### config.mk
export PLATFORM = sky130hd
export DESIGN_NAME = control_sequencer
export DESIGN_NICKNAME = d
export VERILOG_FILES = /design/src/rtl/control_sequencer.sv
export SDC_FILE = /design/constraint.sdc
export NUM_CORES = 1
export LEC_CHECK = 0
export CORE_UTILIZATION = 39
export DETAILED_ROUTE_END_ITERATION = 16
export PLACE_DENSITY = 0.74
export SYNTH_ARGS = -nofsm -noshare
export SYNTH_HDL_FRONTEND = slang
export SYNTH_SLANG_ARGS = --single-unit
### constraint.sdc
create_clock -name clk -period 1.2 [get_ports clk]
set_clock_uncertainty 0.05 [all_clocks]
set_input_delay 0.36 -clock clk [delete_from_list [all_inputs] [get_ports clk]]
set_output_delay 0.36 -clock clk [all_outputs]
set_load 0.02 [all_outputs]
### src/rtl/control_sequencer.sv
// Multi-cycle control sequencer for the 16-bit CPU: FETCH/DECODE/IMM/EXEC/WB with memory wait and timeout.
// Optional HALT state for opcode 0xF is enabled by defining CS_HALT_EN.
module control_sequencer #(
  parameter int OPCODE_W = 4,
  parameter int ALU_OT_W = 3,
  parameter int WAIT_MAX = 15,
  parameter logic [2**OPCODE_W-1:0] TWO_WORD_MASK = 'h0002
) (
  input  logic                clk,
  input  logic                rst,
  input  logic                en,
  input  logic [OPCODE_W-1:0] cs_opcode,
  input  logic                mem_rdy,
  output logic [ALU_OT_W-1:0] cs_alu_ot,
  output logic                cs_ins_load,
  output logic                cs_imm_load,
  output logic                cs_op1_load,
  output logic                cs_op2_load,
  output logic                cs_pc_load,
  output logic                cs_pc_inc,
  output logic                cs_reg_load,
  output logic                cs_timeout,
  output logic [2:0]          cs_state
);

  localparam int CW = $clog2(WAIT_MAX + 1);

  localparam logic [2:0] S_RESET  = 3'd0;
  localparam logic [2:0] S_FETCH  = 3'd1;
  localparam logic [2:0] S_DECODE = 3'd2;
  localparam logic [2:0] S_IMM    = 3'd3;
  localparam logic [2:0] S_EXEC   = 3'd4;
  localparam logic [2:0] S_WB     = 3'd5;
  localparam logic [2:0] S_HALT   = 3'd6;

  logic [2:0]          r_state;
  logic [2:0]          w_next;
  logic [OPCODE_W-1:0] r_op;
  logic [CW-1:0]       r_cnt;
  logic [CW-1:0]       w_cnt_next;
  logic                w_wait;
  logic                w_timeout;
  logic                w_in_alu;
  logic                w_in_two;
  logic                w_in_exec;
  logic                w_in_halt;
  logic                w_op_alu;
  logic [ALU_OT_W-1:0] w_alu;

  function automatic logic f_is_alu(input logic [OPCODE_W-1:0] op);
    return (op >= OPCODE_W'(2)) && (op <= OPCODE_W'(7));
  endfunction

  assign w_in_alu  = f_is_alu(cs_opcode);
  // Immediate selection only applies to the defined opcode range.
  assign w_in_two  = TWO_WORD_MASK[cs_opcode]
                     && (cs_opcode < OPCODE_W'(8));
  assign w_in_exec = (cs_opcode == '0) || w_in_alu;
`ifdef CS_HALT_EN
  assign w_in_halt = (cs_opcode == OPCODE_W'(15));
`else
  assign w_in_halt = 1'b0;
`endif

  assign w_op_alu  = f_is_alu(r_op);
  assign w_alu     = w_op_alu ? ALU_OT_W'(r_op) : '0;

  assign w_wait    = ((r_state == S_FETCH) || (r_state == S_IMM))
                     && !mem_rdy;
  assign w_timeout = w_wait && (r_cnt == CW'(WAIT_MAX));

  always_comb begin
    w_next = S_RESET;
    if (en) begin
      case (r_state)
        S_RESET:  w_next = S_FETCH;
        S_FETCH:  w_next = mem_rdy ? S_DECODE : S_FETCH;
        S_DECODE: begin
          if (w_in_two)       w_next = S_IMM;
          else if (w_in_exec) w_next = S_EXEC;
          else if (w_in_halt) w_next = S_HALT;
          else                w_next = S_FETCH;
        end
        S_IMM: begin
          if (mem_rdy)        w_next = S_EXEC;
          else if (w_timeout) w_next = S_FETCH;
          else                w_next = S_IMM;
        end
        S_EXEC:   w_next = S_WB;
        S_WB:     w_next = S_FETCH;
`ifdef CS_HALT_EN
        S_HALT:   w_next = S_HALT;
`endif
        default:  w_next = S_RESET;
      endcase
    end
  end

  // Any cycle that is not a plain wait (advance, timeout, other state) clears it.
  always_comb begin
    w_cnt_next = '0;
    if (en && w_wait && !w_timeout) w_cnt_next = r_cnt + CW'(1);
  end

  always_ff @(posedge clk or posedge rst) begin
    if (rst) begin
      r_state <= S_RESET;
      r_op    <= '0;
      r_cnt   <= '0;
    end else begin
      r_state <= w_next;
      r_cnt   <= w_cnt_next;
      if (en && (r_state == S_DECODE)) r_op <= cs_opcode;
    end
  end

  always_comb begin
    cs_alu_ot   = '0;
    cs_ins_load = 1'b0;
    cs_imm_load = 1'b0;
    cs_op1_load = 1'b0;
    cs_op2_load = 1'b0;
    cs_pc_load  = 1'b0;
    cs_pc_inc   = 1'b0;
    cs_reg_load = 1'b0;
    cs_timeout  = 1'b0;
    if (en) begin
      case (r_state)
        S_FETCH: begin
          cs_pc_load  = 1'b1;
          cs_ins_load = mem_rdy;
          cs_timeout  = w_timeout;
        end
        S_DECODE: begin
          cs_pc_inc   = 1'b1;
          cs_op1_load = w_in_alu;
        end
        S_IMM: begin
          cs_pc_load  = 1'b1;
          cs_imm_load = mem_rdy;
          cs_pc_inc   = mem_rdy;
          cs_timeout  = w_timeout;
        end
        S_EXEC: begin
          cs_alu_ot   = w_alu;
          cs_op2_load = (r_op == '0) || w_op_alu;
        end
        S_WB: begin
          cs_alu_ot   = w_alu;
          cs_reg_load = 1'b1;
        end
        default: ;
      endcase
    end
  end

  assign cs_state = r_state;

endmodule

==> key figures, run 1 <==
Drt
  • Met3 wire length: 252 um
  • Total vias in the final route: 873
  • Top layer in use: met4
  • Vias/cell: 5.979
  • Drt total wl: 3503 um
  • Metal2 WL: 1805 um
  • DRC errors left: 4
  • DRT Pass-1 Iters: 12
  • WL per Instance: 23.99 um
  • Routed Antenna Nets: 0
  • M1 WL: 1232 um
  • 1st-iter DRT viols: 41

Global route
  • First-pass GRT wire length: 4077 um
  • Initial antenna violation count: 0
  • Largest net degree at the start of global routing: 12
  • Number of global-route vias before repair: 832
  • Total grt overflow: 0
  • Total GRT Usage: 29.54%

Worst setup path
  • R2R cell count: 8
  • Setup slack, reg-to-reg: -0.68 ns
  • Worst EP required: 0.79 ns
  • Crit end category: output pin
  • Worst r2r dst: cs_state[1]
  • WP data arrival: 1.55 ns
  • Setup Crit Path Kind: register to output pin
  • Worst setup SP type: register
  • Worst r2r src: cs_state[2]
  • CP Max Fanout: 7

Flow run
  • Max cap viols: 0

Floorplanning
  • Die H: 43.35 um
  • Top Ports: 22
  • Die area: 1879 um2
  • Starting Density: 42.78%
  • DIE WIDTH: 43.35 um
  • FP Rows: 14
  • Core Box Area: 1559 um2

Finish
  • Most frequent cells in the layout: 32 x buf_4, 26 x buf_6, 8 x dfrtp_1
  • P&R area growth vs syn: 123.6%
  • Most common cell after layout, fill and taps aside: buf_4
  • Post-route cell area: 1491 um2
  • Layout cells sized above 1: 75.38%
  • Final layout net count: 140
  • Ant. Diodes: 0

Clocking
  • Clock latency on the worst-skew pair: 0.27 ns
  • Clock Root Buffer: clkbuf_4
  • Clk slew on worst S/H paths: 0.08 ns
  • H-tree depth: 1
  • Cts bufs inserted: 3
  • Clock Sinks: 11
  • Clk buf depth: 2
  • CTS tree: built

STA
  • Worst slew pin tran: 0.4636 ns
  • Final Max Tran Viols: 0
  • Slew Limit Headroom: 68.98%
  • Final cycle utilization of the critical path: 163.2%
  • Final worst slack: -0.7588 ns
  • Hold Vio Cnt, Final: 0
  • Period minus WS final: 1.959 ns
  • Highest clock rate: 510.5 MHz
  • Setup violators final: 25
  • Unrepaired setup endpoints after global routing: true

Yosys
  • Cell Area, Synth: 666.9 um2
  • Synth Net Count: 71
  • Post-synthesis sequential area ratio: 41.28%
  • FF+latch count, synth: 11
  • Distinct cells, synth: 28
  • Syn Area/Cell: 10.76 um2
  • Synth warn: 0
  • Mapped Cells: 62

Power
  • Peak supply drop: 1.067 mV
  • PwrDens: 812.6 nW/um2
  • Leak pwr: 0.6797 nW

Placed design
  • Placed instance area: 1160 um2
  • Detailed placement HPWL: 1489 um
  • Place WS: -1.268 ns
  • GP Congestion: 0.7288
  • IO buf count: 21

Hold path
  • Hold Crit Class: primary input to async pin

Run status
  • Status: finished, violations left
  • Failing checks: DRC, setup timing
cell type report:
type                            instances  area [um2]
Timing Repair Buffer                   66       618.1
Multi-Input combinational cell         46       536.8
Sequential cell                        11       279.0
Fill cell                              35       67.56
Clock buffer                            4       26.28
Tap cell                               16       20.02
Inverter                                3       11.26
flip-flops by register name (all words and copies together) (netlist names):
signal    flops
r_cnt         4
r_op          4
cs_state      3
report_power, final:
part           switching (mW)  total [mW]  internal (mW)
Clock                   0.137       0.265          0.129
Combinational           0.195       0.451          0.256
Sequential             0.0716       0.495          0.423
synthesized netlist by cell type (all sizes together):
cell	count	area share, %
ha	1	1.9
and4bb	2	4.3
or2	1	0.94
a31oi	1	0.94
nor3b	5	6.4
dfrtp	11	41
buf	2	2.4
mux2	4	9.0
and2	2	1.9
nor2	8	4.5
a21oi	2	1.5
a211oi	2	2.3
xnor2	1	1.3
nor4b	3	4.9
nor2b	1	1.3
nand2b	2	1.9
nor4bb	1	1.5
nand3	2	1.5
inv	3	1.7
nand4bb	1	1.7
a32oi	1	1.3
nand4b	2	2.6
nand2	3	1.7
xor2	1	1.3
metrics by stage:
stage	hold slack, ns	setup TNS (ns)	std cells	utilization, %	power (mW)
after floorplan	0.1622	-3.867	62	-	0.6523
after global routing	0.3877	-12.43	146	95.67	1.247
after global placement	0.4646	-19.34	122	74.40	0.8014
final	0.3811	-12.03	146	95.67	1.212
after CTS	0.3864	-9.417	140	88.92	1.109
after detailed placement	0.4814	-19.97	122	74.40	0.8174
layer usage:
metal | global-route usage, % | vias to the layer above
li1 | - | 358
met1 | 36.31 | 421
met2 | 54.55 | 68
met3 | 2.500 | 26
met4 | 9.375 | 0
met5 | 0 | -
worst max path at each step:
stage / slack (ns) / to / from
final: -0.76 / cs_alu_ot[0] / cs_state[1]
after global routing: -0.76 / cs_alu_ot[0] / cs_state[1]
after CTS: -0.66 / cs_pc_inc / cs_state[1]
after detailed placement: -1.27 / cs_ins_load / en
after global placement: -1.20 / cs_op1_load / en
after floorplan: -0.40 / cs_alu_ot[0] / cs_state[1]
critical path, cell delays in order, from the launching register on:
cell      delay (ns)
dfrtp_2         0.50
inv_2           0.10
nand4b_1        0.25
nor3b_4         0.28
buf_6           0.15
logic make-up after synthesis:
family	Yosys count	synth area share, %
compound gates	6	6.004
flops	11	41.28
buf+inv	5	4.127
mux	4	9.006
fa+ha+maj	1	1.876
simple gates	33	35.09
xor+xnor	2	2.627
timing repair:
action	in CTS	in global routing
resized for setup	110	16
buffers inserted	14	7
setup endpoints to repair	25	25
gates cloned	0	0
pin swaps	14	6
hold buffers	0	0
Note: power is estimated with default switching activity, not from simulation.
==> run 2: changes to the inputs <==
Settings changed: GPL_TIMING_DRIVEN from default to 0, TNS_END_PERCENT from default to 10.
==> run 2 against run 1 <==
Effect of this change: the run still ends with DRC, setup timing left; worst setup slack gained 0.064 ns; count of clock-buffer cells in the layout is the same; cell area shrank 28%; critical endpoint unchanged; highest routed layer unchanged.
==> key figures, run 2 (same netlist as run 1, synthesis figures left out) <==
Finish
  • Most common cell after layout, fill and taps aside: buf_4
  • Most frequent cells in the layout: 12 x buf_4, 10 x buf_6, 9 x dfrtp_1
  • Final layout net count: 107
  • P&R area growth vs syn: 61.91%
  • Layout cells sized above 1: 55.67%
  • Post-route cell area: 1080 um2
  • Ant. Diodes: 0

STA
  • Setup violators final: 21
  • Final worst slack: -0.6951 ns
  • Highest clock rate: 527.7 MHz
  • Unrepaired setup endpoints after global routing: true
  • Period minus WS final: 1.895 ns
  • Slew Limit Headroom: 71.79%
  • Final Max Tran Viols: 0
  • Hold Vio Cnt, Final: 0
  • Worst slew pin tran: 0.4226 ns
  • Final cycle utilization of the critical path: 157.9%

Worst setup path
  • R2R cell count: 6
  • Worst path max stage delay: 0.42 ns
  • Worst-path cell chain: buf_6 -> inv_2 -> nand4b_1 -> nor3b_4 -> buf_6
  • Worst EP required: 0.79 ns
  • CP Max Fanout: 7
  • Crit path top cell by count: buf_6
  • Worst r2r dst: r_op[3]
  • Worst setup SP type: register
  • Crit end category: output pin
  • Setup Crit Path Kind: register to output pin
  • Worst r2r src: cs_state[1]
  • Slowest CP cell: dfrtp_2
  • WP data arrival: 1.49 ns
  • Setup slack, reg-to-reg: -0.39 ns

Power
  • Peak supply drop: 0.6052 mV
  • PwrDens: 942.8 nW/um2
  • Pwr Total: 1.018 mW
  • Leak pwr: 0.4653 nW

Placed design
  • GP Congestion: 0.7949
  • Place WS: -1.351 ns
  • Detailed placement HPWL: 1114 um
  • IO buf count: 21
  • Placed instance area: 947.2 um2

Global route
  • Total GRT Usage: 22.03%
  • First-pass GRT wire length: 2925 um
  • Number of global-route vias before repair: 638
  • Total grt overflow: 0
  • Initial antenna violation count: 0
  • Largest net degree at the start of global routing: 12

Floorplanning
  • FP Rows: 14
  • Core Box Area: 1559 um2
  • DIE WIDTH: 43.35 um
  • Die H: 43.35 um
  • Top Ports: 22
  • Starting Density: 42.78%
  • Die area: 1879 um2

Clocking
  • CTS tree: built
  • H-tree depth: 1
  • Clk slew on worst S/H paths: 0.07 ns
  • Cts bufs inserted: 3
  • Hold buffers post-CTS: 0
  • Clock Sinks: 11
  • Clock Root Buffer: clkbuf_4
  • Clock latency on the worst-skew pair: 0.27 ns
  • Clk buf depth: 2

Hold path
  • Hold Crit Class: primary input to async pin

Drt
  • WL per Instance: 15.94 um
  • Vias/cell: 5.593
  • Routed Antenna Nets: 0
  • 1st-iter DRT viols: 19
  • Drt total wl: 1801 um
  • DRT Pass-1 Iters: 10
  • Total vias in the final route: 632
  • DRC errors left: 4

Run status
  • Status: finished, violations left
  • Failing checks: DRC, setup timing

Flow run
  • Max cap viols: 0
run 2: layout make-up:
class | count | area, um2
plain buffers | 2 | 22.52
clock buffers | 4 | 26.28
fillers | 106 | 479.2
inverters | 3 | 11.26
multi-input cells | 46 | 457.9
flip-flops and latches | 11 | 277.8
well taps | 16 | 20.02
repair buffers | 31 | 264.0
run 2: worst max-delay path, delay by kind of cell, from the launching register on:
kind / cells / cell delay [ns]
flip-flops: 1 / 0.42
AND/OR/NAND/NOR: 2 / 0.45
buffers and inverters: 3 / 0.34
run 2: worst max-delay path by stage:
stage | slack [ns] | to | startpoint
final | -0.70 | cs_alu_ot[0] | cs_state[1]
after global routing | -0.77 | cs_alu_ot[0] | cs_state[1]
after CTS | -0.68 | cs_op1_load | cs_state[0]
after detailed placement | -1.35 | cs_op1_load | en
after global placement | -1.34 | cs_op1_load | en
after floorplan | -0.40 | cs_alu_ot[0] | cs_state[1]
run 2: stage by stage:
stage	std cells	hold slack [ns]	util [%]	setup TNS, ns
6_report	113	0.3272	69.26	-8.544
5_1_grt	113	0.3734	69.26	-9.526
2_1_floorplan	62	0.1623	-	-4.279
3_5_place_dp	99	0.4085	60.75	-19.07
3_3_place_gp	99	0.4002	60.75	-18.80
4_1_cts	113	0.3356	67.26	-8.621
run 2: timing repair:
item / 4_1_cts / 5_1_grt
setup endpoints to repair: 24 / 21
resized for setup: 76 / 14
pin swaps: 6 / 5
setup buffers: 10 / 0
hold endpoints to repair: 0 / 0
run 2: power breakdown:
group	leakage, nW	internal [mW]	switching [mW]	total (mW)
registers	0.142	0.424	0.0533	0.477
logic	0.309	0.162	0.128	0.290
clock network	0.0150	0.129	0.122	0.251
run 2: layer usage:
| metal | part of all wire [%] | global-route usage, % | up-vias | wire length, um |
|---|---|---|---|---|
| met5 | 0 | 0 | - | 0 |
| met4 | 1.3 | 7.500 | 0 | 23 |
| met3 | 5.0 | 6.250 | 4 | 90 |
| met2 | 52 | 38.48 | 22 | 936 |
| met1 | 42 | 25.95 | 310 | 751 |
| li1 | - | - | 296 | - |
==> run 3: changes to the inputs <==
Settings changed: PLACE_DENSITY 0.74 to 0.73.
==> run 3 against run 2 <==
Effect of this change: largest cell class unchanged; count of clock-buffer cells in the layout is the same; critical path type unchanged; register-to-register slack gained 0.13 ns; largest power group unchanged; sequential power is essentially flat; highest routed layer unchanged; the flow still finishes with violations (DRC, setup timing); die area is the same.
==> key figures, run 3 (same netlist as run 1, synthesis figures left out) <==
Run status
  • Status: finished, violations left
  • Failing checks: DRC, setup timing

Global route
  • First-pass GRT wire length: 3056 um
  • Initial antenna violation count: 0
  • Number of global-route vias before repair: 613
  • Largest net degree at the start of global routing: 12
  • Total GRT Usage: 22.67%
  • Total grt overflow: 0

Clocking
  • Clock latency on the worst-skew pair: 0.28 ns
  • Clk buf depth: 2
  • Hold buffers post-CTS: 0
  • Clock Sinks: 11
  • Clk slew on worst S/H paths: 0.08 ns
  • CTS tree: built
  • H-tree depth: 1
  • Clock Root Buffer: clkbuf_4
  • Cts bufs inserted: 3

Drt
  • Vias/cell: 5.518
  • Routed Antenna Nets: 0
  • Met3 wire length: 121 um
  • WL per Instance: 16.47 um
  • DRT Pass-1 Iters: 10
  • 1st-iter DRT viols: 23
  • M1 WL: 752 um
  • Total vias in the final route: 629
  • DRC errors left: 4
  • Top layer in use: met4
  • Drt total wl: 1878 um
  • Metal2 WL: 950 um

Finish
  • P&R area growth vs syn: 65.29%
  • Most common cell after layout, fill and taps aside: buf_4
  • Ant. Diodes: 0
  • Final layout net count: 108
  • Most frequent cells in the layout: 13 x buf_4, 12 x buf_6, 9 x dfrtp_1
  • Layout cells sized above 1: 53.06%
  • Non-Filler Instances: 114
  • Post-layout util: 70.71%
  • Fillers: 121

STA
  • Final worst slack: -0.6990 ns
  • Final Max Tran Viols: 0
  • Setup violators final: 23
  • Final cycle utilization of the critical path: 158.3%
  • Slew Limit Headroom: 70.29%
  • Period minus WS final: 1.899 ns
  • Unrepaired setup endpoints after global routing: true
  • Highest clock rate: 526.6 MHz
  • Worst slew pin tran: 0.4451 ns
  • Hold Vio Cnt, Final: 0

Worst setup path
  • Worst setup SP type: register
  • CP Max Fanout: 7
  • Worst r2r src: cs_state[1]
  • Crit end category: output pin
  • Crit. Startpoint: cs_state[1]
  • Setup Crit Path Kind: register to output pin
  • Worst EP required: 0.79 ns
  • WP data arrival: 1.49 ns

Floorplanning
  • Die H: 43.35 um
  • Core Box Area: 1559 um2
  • FP Rows: 14
  • Starting Density: 42.78%
  • Die area: 1879 um2
  • DIE WIDTH: 43.35 um
  • Top Ports: 22

Power
  • Switching power: 325.6 uW
  • Pint: 722.0 uW
  • Peak supply drop: 0.6059 mV
  • Power share of the clock group: 26.0%
  • PwrDens: 950.4 nW/um2
  • Reg power frac: 45.6%
  • Leak pwr: 0.4856 nW
  • Pwr Total: 1.048 mW
  • Sw frac: 31.08%
  • Combinational fraction of design power: 28.4%

Placed design
  • GP Congestion: 0.8008
  • IO buf count: 21
  • Placed cells: 99
  • Detailed placement HPWL: 1067 um

Hold path
  • Hold Crit Class: primary input to async pin

Flow run
  • Max cap viols: 0
-- run 3: through the flow --
step | TNS, ns | setup WS [ns] | area (um2) | hold slack, ns
CTS | -8.566 | -0.7434 | 1072 | 0.3346
floorplan | -4.279 | -0.4029 | 716.9 | 0.1623
finish | -8.581 | -0.6990 | 1102 | 0.3233
detailed placement | -18.82 | -1.322 | 947.2 | 0.4116
global placement | -18.85 | -1.340 | 947.2 | 0.4008
global route | -9.813 | -0.7856 | 1102 | 0.3789
-- run 3: final timing paths --
| check | to | slack [ns] | cells after the start |
|---|---|---|---|
| setup / recovery | cs_alu_ot[0] | -0.70 | 5 |
| min in group clk | r_cnt[0] | 0.41 | 1 |
| hold reg to reg | r_cnt[0] | 0.41 | 1 |
| hold / removal | r_cnt[1] | 0.32 | 2 |
| max in group asynchronous | cs_state[0] | 0.43 | 2 |
| setup reg to reg | r_op[1] | -0.26 | 5 |
-- run 3: worst max-delay path, cell delays in order, from the launching register on --
cell	delay (ns)
dfrtp_2	0.42
buf_6	0.14
inv_4	0.05
nand4b_1	0.22
nor3b_4	0.24
buf_6	0.14
-- run 3: power by group through the flow --
stage	Sequential [mW]	Combinational (mW)	Clock, mW
2_1_floorplan	0.477	0.169	0
4_1_cts	0.477	0.281	0.281
3_3_place_gp	0.481	0.245	0
3_5_place_dp	0.485	0.247	0
6_report	0.478	0.297	0.272
5_1_grt	0.485	0.319	0.298
-- run 3: cell type report --
cell class	instances	area, um2	share of cell area (%)
tap	16	20.02	1.816
inverter	3	13.76	1.249
sequential	11	277.8	25.20
timing repair buffer	32	289.0	26.22
multi-input combinational	46	452.9	41.09
buffer	2	22.52	2.043
clock buffer	4	26.28	2.384
-- run 3: timing repair --
| item | in CTS | in global routing |
|---|---|---|
| pin swaps | 8 | 4 |
| setup buffers | 10 | 1 |
| endpoints found under the setup margin | 24 | 24 |
| gates resized for setup | 80 | 12 |
-- run 3: per-layer routing --
metal	up-vias	track usage, %
met2	22	37.58
met3	8	5.833
li1	296	-
met5	-	0
met1	303	28.15
met4	0	9.375
